**config.mk**
```make
export PLATFORM = sky130hd
export DESIGN_NAME = sha1_multiround_core
export DESIGN_NICKNAME = d
export VERILOG_FILES = /design/src/rtl/sha1_pkg.sv /design/src/rtl/sha1_round.sv /design/src/rtl/sha1_multiround_core.sv
export SDC_FILE = /design/constraint.sdc
export NUM_CORES = 2
export LEC_CHECK = 0
export ABC_AREA = 1
export ABC_CLOCK_PERIOD_IN_PS = 24200
export CELL_PAD_IN_SITES_DETAIL_PLACEMENT = 0
export CELL_PAD_IN_SITES_GLOBAL_PLACEMENT = 1
export CORE_MARGIN = 1
export CORE_UTILIZATION = 38
export DETAILED_ROUTE_END_ITERATION = 8
export GPL_TIMING_DRIVEN = 0
export PLACE_DENSITY = 0.88
export SLEW_MARGIN = 0
export SYNTH_ARGS = -nofsm -noshare
export SYNTH_HDL_FRONTEND = slang
export SYNTH_SLANG_ARGS = --single-unit
```
**constraint.sdc**
```tcl
create_clock -name clk -period 24.2 [get_ports clk]
set_input_delay 2.42 -clock clk [delete_from_list [all_inputs] [get_ports clk]]
set_output_delay 2.42 -clock clk [all_outputs]
set_load 0.05 [all_outputs]
```
**src/rtl/sha1_pkg.sv**
```systemverilog
`default_nettype none
// ============================================================================
// sha1_pkg
// Shared SHA-1 constants, FSM state type, per-round f/K selection, rotates.
// Revision: 1.0
// ============================================================================
package sha1_pkg;

    localparam logic [159:0] c_IV = 160'h67452301_efcdab89_98badcfe_10325476_c3d2e1f0;

    localparam logic [31:0] c_K0 = 32'h5a827999;
    localparam logic [31:0] c_K1 = 32'h6ed9eba1;
    localparam logic [31:0] c_K2 = 32'h8f1bbcdc;
    localparam logic [31:0] c_K3 = 32'hca62c1d6;

    typedef enum logic [1:0] {
        IDLE   = 2'd0,
        ROUNDS = 2'd1,
        FINAL  = 2'd2
    } state_t;

    typedef enum logic [1:0] {
        F_CH     = 2'd0,
        F_PARITY = 2'd1,
        F_MAJ    = 2'd2
    } fsel_t;

    function automatic fsel_t f_select(input logic [6:0] t);
        if (t < 7'd20)      return F_CH;
        else if (t < 7'd40) return F_PARITY;
        else if (t < 7'd60) return F_MAJ;
        else                return F_PARITY;
    endfunction

    function automatic logic [31:0] k_select(input logic [6:0] t);
        if (t < 7'd20)      return c_K0;
        else if (t < 7'd40) return c_K1;
        else if (t < 7'd60) return c_K2;
        else                return c_K3;
    endfunction

    function automatic logic [31:0] rotl(input logic [31:0] x, input int unsigned n);
        return (x << n) | (x >> (32 - n));
    endfunction

endpackage
`default_nettype wire

```
**src/rtl/sha1_round.sv**
```systemverilog
`default_nettype none
// ============================================================================
// sha1_round
// One combinational SHA-1 round; f and K are chosen from the round index.
// Revision: 1.0
// ============================================================================
module sha1_round
    import sha1_pkg::*;
(
    input  logic [31:0] i_a,
    input  logic [31:0] i_b,
    input  logic [31:0] i_c,
    input  logic [31:0] i_d,
    input  logic [31:0] i_e,
    input  logic [31:0] i_w,
    input  logic [6:0]  i_t,
    output logic [31:0] o_a,
    output logic [31:0] o_b,
    output logic [31:0] o_c,
    output logic [31:0] o_d,
    output logic [31:0] o_e
);

    logic [31:0] w_f;

    always_comb begin
        w_f = i_b ^ i_c ^ i_d;
        case (f_select(i_t))
            F_CH:    w_f = (i_b & i_c) | (~i_b & i_d);
            F_MAJ:   w_f = (i_b & i_c) | (i_b & i_d) | (i_c & i_d);
            default: w_f = i_b ^ i_c ^ i_d;
        endcase
    end

    assign o_a = rotl(i_a, 5) + w_f + i_e + k_select(i_t) + i_w;
    assign o_b = i_a;
    assign o_c = rotl(i_b, 30);
    assign o_d = i_c;
    assign o_e = i_d;

endmodule
`default_nettype wire

```
**src/rtl/sha1_multiround_core.sv**
```systemverilog
`default_nettype none
// ============================================================================
// sha1_multiround_core
// SHA-1 compression engine, ROUNDS_PER_CYCLE unrolled rounds per clock, with
// block chaining. Optional block counter enabled by macro SHA1_BLOCK_CNT_EN.
// Revision: 1.0
// ============================================================================
module sha1_multiround_core
    import sha1_pkg::*;
#(
    parameter int ROUNDS_PER_CYCLE = 1
) (
    input  logic         clk,
    input  logic         rst,
    input  logic         block_valid,
    output logic         block_ready,
    input  logic         block_first,
    input  logic [511:0] block,
    output logic [159:0] digest,
    output logic         digest_valid,
    output logic         busy
`ifdef SHA1_BLOCK_CNT_EN
    ,
    output logic [31:0]  block_count
`endif
);

    localparam int       c_R      = ROUNDS_PER_CYCLE;
    localparam logic [6:0] c_LAST_T = 7'(80 - c_R);

    generate
        if (!(c_R == 1 || c_R == 2 || c_R == 4 || c_R == 5 || c_R == 8 ||
              c_R == 10 || c_R == 16 || c_R == 20)) begin : g_bad_rpc
            $error("sha1_multiround_core: illegal ROUNDS_PER_CYCLE");
        end
    endgenerate

    state_t      r_state;
    logic [6:0]  r_t;
    logic [31:0] r_a, r_b, r_c, r_d, r_e;
    logic [31:0] r_h   [0:4];
    logic [31:0] r_win [0:15];
    logic        r_dv;

    // Window holds W_t..W_t+15; extend by R words so a full cycle's worth
    // of schedule is available even when R exceeds the window depth.
    logic [31:0] w_ext [0:c_R+15];

    always_comb begin
        for (int i = 0; i < 16; i++) begin
            w_ext[i] = r_win[i];
        end
        for (int i = 16; i < c_R + 16; i++) begin
            w_ext[i] = rotl(w_ext[i-3] ^ w_ext[i-8] ^ w_ext[i-14] ^ w_ext[i-16], 1);
        end
    end

    logic [31:0] w_sa [0:c_R];
    logic [31:0] w_sb [0:c_R];
    logic [31:0] w_sc [0:c_R];
    logic [31:0] w_sd [0:c_R];
    logic [31:0] w_se [0:c_R];

    assign w_sa[0] = r_a;
    assign w_sb[0] = r_b;
    assign w_sc[0] = r_c;
    assign w_sd[0] = r_d;
    assign w_se[0] = r_e;

    generate
        for (genvar j = 0; j < c_R; j++) begin : g_round
            sha1_round u_round (
                .i_a (w_sa[j]),
                .i_b (w_sb[j]),
                .i_c (w_sc[j]),
                .i_d (w_sd[j]),
                .i_e (w_se[j]),
                .i_w (w_ext[j]),
                .i_t (r_t + 7'(j)),
                .o_a (w_sa[j+1]),
                .o_b (w_sb[j+1]),
                .o_c (w_sc[j+1]),
                .o_d (w_sd[j+1]),
                .o_e (w_se[j+1])
            );
        end
    endgenerate

`ifdef SHA1_BLOCK_CNT_EN
    logic        r_first;
    logic [31:0] r_cnt;
    assign block_count = r_cnt;
`endif

    always_ff @(posedge clk or posedge rst) begin
        if (rst) begin
            r_state <= IDLE;
            r_t     <= '0;
            r_a     <= '0;
            r_b     <= '0;
            r_c     <= '0;
            r_d     <= '0;
            r_e     <= '0;
            r_dv    <= 1'b0;
            for (int i = 0; i < 5; i++)  r_h[i]   <= c_IV[159-32*i -: 32];
            for (int i = 0; i < 16; i++) r_win[i] <= '0;
`ifdef SHA1_BLOCK_CNT_EN
            r_first <= 1'b0;
            r_cnt   <= '0;
`endif
        end else begin
            r_dv <= 1'b0;
            case (r_state)
                IDLE: begin
                    if (block_valid) begin
                        for (int i = 0; i < 16; i++) r_win[i] <= block[511-32*i -: 32];
                        if (block_first) begin
                            r_a <= c_IV[159:128];
                            r_b <= c_IV[127:96];
                            r_c <= c_IV[95:64];
                            r_d <= c_IV[63:32];
                            r_e <= c_IV[31:0];
                            for (int i = 0; i < 5; i++) r_h[i] <= c_IV[159-32*i -: 32];
                        end else begin
                            r_a <= r_h[0];
                            r_b <= r_h[1];
                            r_c <= r_h[2];
                            r_d <= r_h[3];
                            r_e <= r_h[4];
                        end
`ifdef SHA1_BLOCK_CNT_EN
                        r_first <= block_first;
`endif
                        r_t     <= '0;
                        r_state <= ROUNDS;
                    end
                end
                ROUNDS: begin
                    r_a <= w_sa[c_R];
                    r_b <= w_sb[c_R];
                    r_c <= w_sc[c_R];
                    r_d <= w_sd[c_R];
                    r_e <= w_se[c_R];
                    for (int i = 0; i < 16; i++) r_win[i] <= w_ext[i+c_R];
                    r_t <= r_t + 7'(c_R);
                    if (r_t == c_LAST_T) r_state <= FINAL;
                end
                FINAL: begin
                    r_h[0]  <= r_h[0] + r_a;
                    r_h[1]  <= r_h[1] + r_b;
                    r_h[2]  <= r_h[2] + r_c;
                    r_h[3]  <= r_h[3] + r_d;
                    r_h[4]  <= r_h[4] + r_e;
                    r_dv    <= 1'b1;
                    r_state <= IDLE;
`ifdef SHA1_BLOCK_CNT_EN
                    if (r_first)                r_cnt <= 32'd1;
                    else if (r_cnt != '1)       r_cnt <= r_cnt + 32'd1;
`endif
                end
                default: r_state <= IDLE;
            endcase
        end
    end

    assign digest       = {r_h[0], r_h[1], r_h[2], r_h[3], r_h[4]};
    assign digest_valid = r_dv;
    assign block_ready  = (r_state == IDLE);
    assign busy         = (r_state != IDLE);

endmodule
`default_nettype wire

```
Yosys cells after proc, flatten, opt, wreduce, memory -nomap -nowiden
Index checks and enable logic that the tools add are counted.
{"block": "op_classes", "addsub": 10, "magnitude_cmp": 3, "n_eq_ne": 7, "muxes": 33, "n_bitwise": 16, "n_reduce_logical": 8}
{"op": "case mux 512 bit (2 select lines)", "n": 1}
{"op": "two-way mux 512 bit", "n": 1}
{"op": "two-way mux 32 bit", "n": 12}
{"op": "case mux 32 bit (2 select lines)", "n": 6}
{"op": "two-way mux 160 bit", "n": 2}
{"op": "case mux 160 bit (2 select lines)", "n": 1}
{"op": "adder 32 bit", "n": 9}
{"op": "bitwise XOR 32 bit", "n": 5}
{"op": "AND 32 bit", "n": 4}
{"op": "OR 32 bit", "n": 3}
{"op": "NOT 32 bit", "n": 1}
{"op": "OR 32 x 1 -> 32 bit", "n": 1}
{"op": "OR 32 x 30 -> 32 bit", "n": 1}
{"op": "OR 32 x 5 -> 32 bit", "n": 1}
{"op": "two-way mux 31 bit", "n": 1}
{"op": "less-than comparator 7 x 6 -> 1 bit, second input constant", "n": 2}
{"op": "case mux 7 bit (2 select lines)", "n": 1}
{"op": "two-way mux 2 bit", "n": 5}
{"op": "adder 7 x 1 -> 7 bit, second input constant", "n": 1}
{"op": "== test 7 bit, second input constant", "n": 1}
{"op": "less-than comparator 7 x 5 -> 1 bit, second input constant", "n": 1}
{"op": "two-way mux 7 bit", "n": 1}
{"op": "nonzero test 2 bit", "n": 3}
{"op": "== test 2 bit, second input constant", "n": 2}
{"op": "8 further kinds", "n": 11}
{"block": "word_totals", "register_bits": 842, "in_bits": 516, "output_inout_bits": 163}

Longest topological paths before layout
{"block": "logic_depth", "word_depth": 11, "mapped_depth": 25}

By module
From an unflattened synthesis, not the netlist that was laid out.
{"block": "unflattened", "hier_cells": 7738, "area_unflattened_um2": 55772.2}
{"mod": "sha1_multiround_core", "n_inst": 1, "cells_per_inst": 6665, "area_each_um2": 48401.4}
{"mod": "sha1_round", "n_inst": 1, "cells_per_inst": 1073, "area_each_um2": 7370.8}

Least setup slack after synthesis
OpenSTA, ideal clock, no wires.
{"block": "synth_path", "path_kind": "reg-to-output", "start": "reg r_state[0]", "end": "out busy", "t_arrival_ps": 1683, "slack_ps": 20097, "stages_incl_launch_ff": 4, "cell_sequence": "dfrtp_1 -> buf_6 -> nor2_1 -> inv_1"}
{"block": "synth_via", "elab_chain_len": 1}
{"item": "from (decl)", "line": "sha1_multiround_core.sv:38", "text": "state_t r_state;"}
{"item": "from (signal assigned)", "line": "sha1_multiround_core.sv:97", "text": "r_state <= IDLE;"}
{"item": "from (signal assigned)", "line": "sha1_multiround_core.sv:135", "text": "r_state <= ROUNDS;"}
{"item": "from (signal assigned)", "line": "sha1_multiround_core.sv:146", "text": "if (r_t == c_LAST_T) r_state <= FINAL;"}
{"item": "nonzero test 2 bit", "line": "sha1_multiround_core.sv:169", "text": "assign busy = (r_state != IDLE);"}
{"item": "to (decl)", "line": "sha1_multiround_core.sv:21", "text": "output logic busy"}
Every way passes these cells.

Worst setup path in the final report
{"block": "layout_path", "start": "reg r_t[3]", "end": "reg r_a[11]"}
{"block": "layout_via", "elab_chain_len": 11}
{"item": "from (decl)", "line": "sha1_multiround_core.sv:39", "text": "logic [6:0] r_t;"}
{"item": "from (signal assigned)", "line": "sha1_multiround_core.sv:145", "text": "r_t <= r_t + 7'(c_R);"}
{"item": "less-than comparator 7 x 6 -> 1 bit", "line": "sha1_pkg.sv:31, sha1_pkg.sv:38"}
{"item": "two-way mux 2 bit", "line": "sha1_pkg.sv:31", "text": "else if (t < 7'd60) return F_MAJ;"}
{"item": "two-way mux 2 bit", "line": "sha1_pkg.sv:30", "text": "else if (t < 7'd40) return F_PARITY;"}
{"item": "two-way mux 2 bit", "line": "sha1_pkg.sv:29", "text": "if (t < 7'd20) return F_CH;"}
{"item": "== test 2 bit / logical NOT 2 bit (equally long branches)", "line": "sha1_round.sv:28", "text": "case (f_select(i_t))"}
{"item": "case mux 32 bit (2 select lines)", "line": "sha1_round.sv:28"}
{"item": "adder 32 bit (2 in series)", "line": "sha1_round.sv:35", "text": "assign o_a = rotl(i_a, 5) + w_f + i_e + k_select(i_t) + i_w;"}
{"item": "adder 32 bit (*) (2 in series)", "line": "sha1_round.sv:35"}
{"item": "case mux 32 bit (2 select lines) (*)", "line": "sha1_multiround_core.sv:113", "text": "case (r_state)"}
{"item": "to (signal assigned)", "line": "sha1_multiround_core.sv:118", "text": "r_a <= c_IV[159:128];"}
{"item": "to (signal assigned)", "line": "sha1_multiround_core.sv:125", "text": "r_a <= r_h[0];"}
{"item": "to (signal assigned)", "line": "sha1_multiround_core.sv:139", "text": "r_a <= w_sa[c_R];"}
{"item": "to (decl)", "line": "sha1_multiround_core.sv:40", "text": "logic [31:0] r_a, r_b, r_c, r_d, r_e;"}
Every way passes the cells marked *; elsewhere a longest branch is shown, timed or not.
A chain may end at the register's enable or synchronous reset.

==> out/results.ini <==
[run]
drv_cap=1

[yosys]
ys.flop_type=dfrtp_1
synthArstFlopShare_pct=100
synth.top_cell.area_share_pct=36.1
synth_area_per_cell_sq_um=7.56
synth_top_area_cell=dfrtp_1
ys_warn_count=0
synth_edf_count=0
ys_ff_latch=842
synth_cell_types=56
synth_area_sq_um=52800
synth_nets=7816
synth.area.top_cells=dfrtp_1 (36%), nand2_1 (10%), o21ai_0 (8.6%), nor2_1 (6.6%), fa_1 (4.7%)
ys_seq_area_share_pct=40.1
synthCells=6983

[cells_and_area]
instances_no_fill=9670
layout_common_cells=nand2_1 (1415), nor2_1 (924), o21ai_0 (909)
drive_gt1_share_pct=6.08
layout_commonest_cell=nand2_1
nets=8618
syn2layout_area_growth_pct=24.7
final_util_pct=47.8
fillers=13800
postLayoutCellArea_sq_um=65800

[grt]
grt_util_all_layers_pct=37.8
overflow=0
grt_pass1_wl_um=378000
grt_max_degree=43
antenna_found_initial=15
grt_pass1_vias=53200

[critical_path]
cp-end-kind=flop
path_class=flop to flop
crit_fanout=10
cp_slowest_stage_delay_ns=0.71
cpMostUsedCell=nand2_1
worstPathArrival_ns=6.37
startpoint_type=flop
startpoint=r_t[3]$_DFFE_PP0P_
crit_slowest_cell=nor2_1
path_cells=nand2_1 -> nand3_1 -> inv_2 -> clkbuf_1 -> nor2_1 -> inv_1 -> fa_1 -> fa_1 -> ha_1 -> nand2_1 -> nand2_1 -> nand2_1 -> nand3_1 -> nand2_1 -> nand3_1 -> o21ai_0 -> a21oi_1
reg2reg_from=r_t[3]$_DFFE_PP0P_
cp.required_ns=24.79
r2r_cells=17

[timing]
drv_slew=11
fin_skew_ns=0.0251
fmax_mhz=173
setup-tns-final_ns=0
hold_violations=0
finalSetupViolCount=0
finalCritPeriodShare_pct=23.9
rsz0062_at_grt=false
maxSlewHeadroom_pct=-1.42
worst_slew_pin_slew_ns=1.52
fin_crit_ns=5.78

[clock_tree]
path_clk_slew_ns=0.06
cts-resized-gates=0
clock_sinks=842
cts_buffers=99
cts_tree=yes
post_cts_buffers=0
insertion_delay_ns=0.75
ctsHoldBuffers=0
htreeDepth=3
clock-root-buffer=clkbuf_16
cts_buffer_depth=3

[power_and_ir_drop]
seq_power_share_pct=43.7
irDropWorstVdd_mv=0.0566
p_sw_share_pct=24.1
switchingPower_mw=0.775
clkPwrFrac_pct=50.6
p_leak_nw=29.6
combPwrFrac_pct=5.7
power.density_nw_per_um2=49.0
p_int_mw=2.44

[detailed_routing]
drc=0
drt_wl_total_um=271000
wl_per_cell_um=28.0
dr_total_vias=55000
vias_per_cell=5.69
drtAntennaViolNets=0
drtPass1Iterations=8
first_iter_violations=5768

[placement]
portBuffers=678
routabilityCongestion=1.02
place_area_sq_um=62300
dp_hpwl_um=223000
place_inst=9478

[floorplanning]
chipHeight_um=375
io_pins=679
die_area_sq_um=140000
dieWidth_um=375
core_sq_um=138000
fp-row-count=136
start_util_pct=38.3

[hold_path]
hold_path.class=flop to flop
hold_start=r_win[153]$_DFFE_PP0P_
whs_path_depth=2

[run_status]
status=finished with violations
violations=capacitance limit, slew limit

==> synth_stat cells, drive strengths merged (25+ instances only) <==
master and number:
nand3 221, o21ai 1297, o21bai 35, nand4 26
dfstp 80, a21oi 359, inv 645, nand2 1416
xnor2 68, buf 186, o22ai 78, o221ai 34
xor2 47, dfrtp 762, nor3 85, a22oi 47
nor2 927, ha 192, clkbuf 156, fa 125
a31oi 25
==> kinds of logic (layout without fill, tap and decap cells) <==
logic type                 after synthesis  after routing  share of synthesized area, %
buffers and inverters                  987           1869                          7.52
other                                    0             11                             0
DFF                                    842            842                          40.1
AOI/OAI and AO/OA                     1999           1999                          20.6
adders and majority gates              317            317                          9.30
muxes                                    1              1                        0.0190
and+or+nand+nor                       2722           2722                          20.6
xor gates and xnor gates               115            115                          1.91
==> power groups by stage <==
stage / sequential [mW] / combinational (mW) / clock, mW
after global placement: 1.44 / 0.173 / 0
after detailed placement: 1.43 / 0.182 / 0
final: 1.41 / 0.183 / 1.63
after global routing: 1.41 / 0.192 / 1.69
after floorplan: 1.44 / 0.0452 / 0
after CTS: 1.41 / 0.183 / 1.64
==> sequential cells by signal, indices dropped and copies added (netlist names) <==
register,cells
r_e,32
r_a,32
r_state,2
r_d,32
r_b,32
digest,160
r_t,7
r_win,512
digest_valid,1
r_c,32
==> per-layer routing <==
layer	GRT usage (%)	up-vias	share of wire [%]
met3	6.28	756	7.4
met1	44.9	26700	38
met5	0	-	0.033
met4	26.4	14	8.3
met2	62.2	2751	47
li1	-	24900	-
==> final cells by class <==
cell class	count	area, sq um	share of cell area (%)
multi-input cells	5154	27600	42.0
flip-flops and latches	842	21200	32.2
repair buffers	701	7250	11.0
clock buffers	135	2790	4.25
inverters	645	2420	3.69
well taps	1794	2240	3.41
plain buffers	342	1550	2.36
clock inverters	46	689	1.05
diodes	11	27.5	0.0419
==> path summary, 6_finish.rpt <==
path,endpoint,slack (ns)
worst max-delay path,r_a[11]$_DFFE_PP0P_,18.42
worst min-delay path,r_win[153]$_DFFE_PP0P_,0.48
worst max register to register,r_a[11]$_DFFE_PP0P_,18.42
worst min register to register,r_win[153]$_DFFE_PP0P_,0.48
max in group asynchronous,r_win[141]$_DFFE_PP0P_,19.65
min in group asynchronous,r_win[410]$_DFFE_PP0P_,2.18
==> through the flow <==
step,total power [mW],setup slack (ns),hold WS (ns)
final,3.22,18.42,0.484
after CTS,3.23,18.56,0.485
after global placement,1.61,4.43,0.462
after global routing,3.29,18.26,0.503
after floorplan,1.48,10.28,0.448
after detailed placement,1.62,18.60,0.471
==> worst max-delay path, delay by kind of cell, from the launching register on <==
family | cells | cell delay (ns)
buf+inv | 3 | 0.79
flops | 1 | 0.48
compound gates | 2 | 0.84
fa+ha+maj | 3 | 1.39
simple gates | 9 | 2.09
No activity file was read; power rests on OpenSTA's default activity.
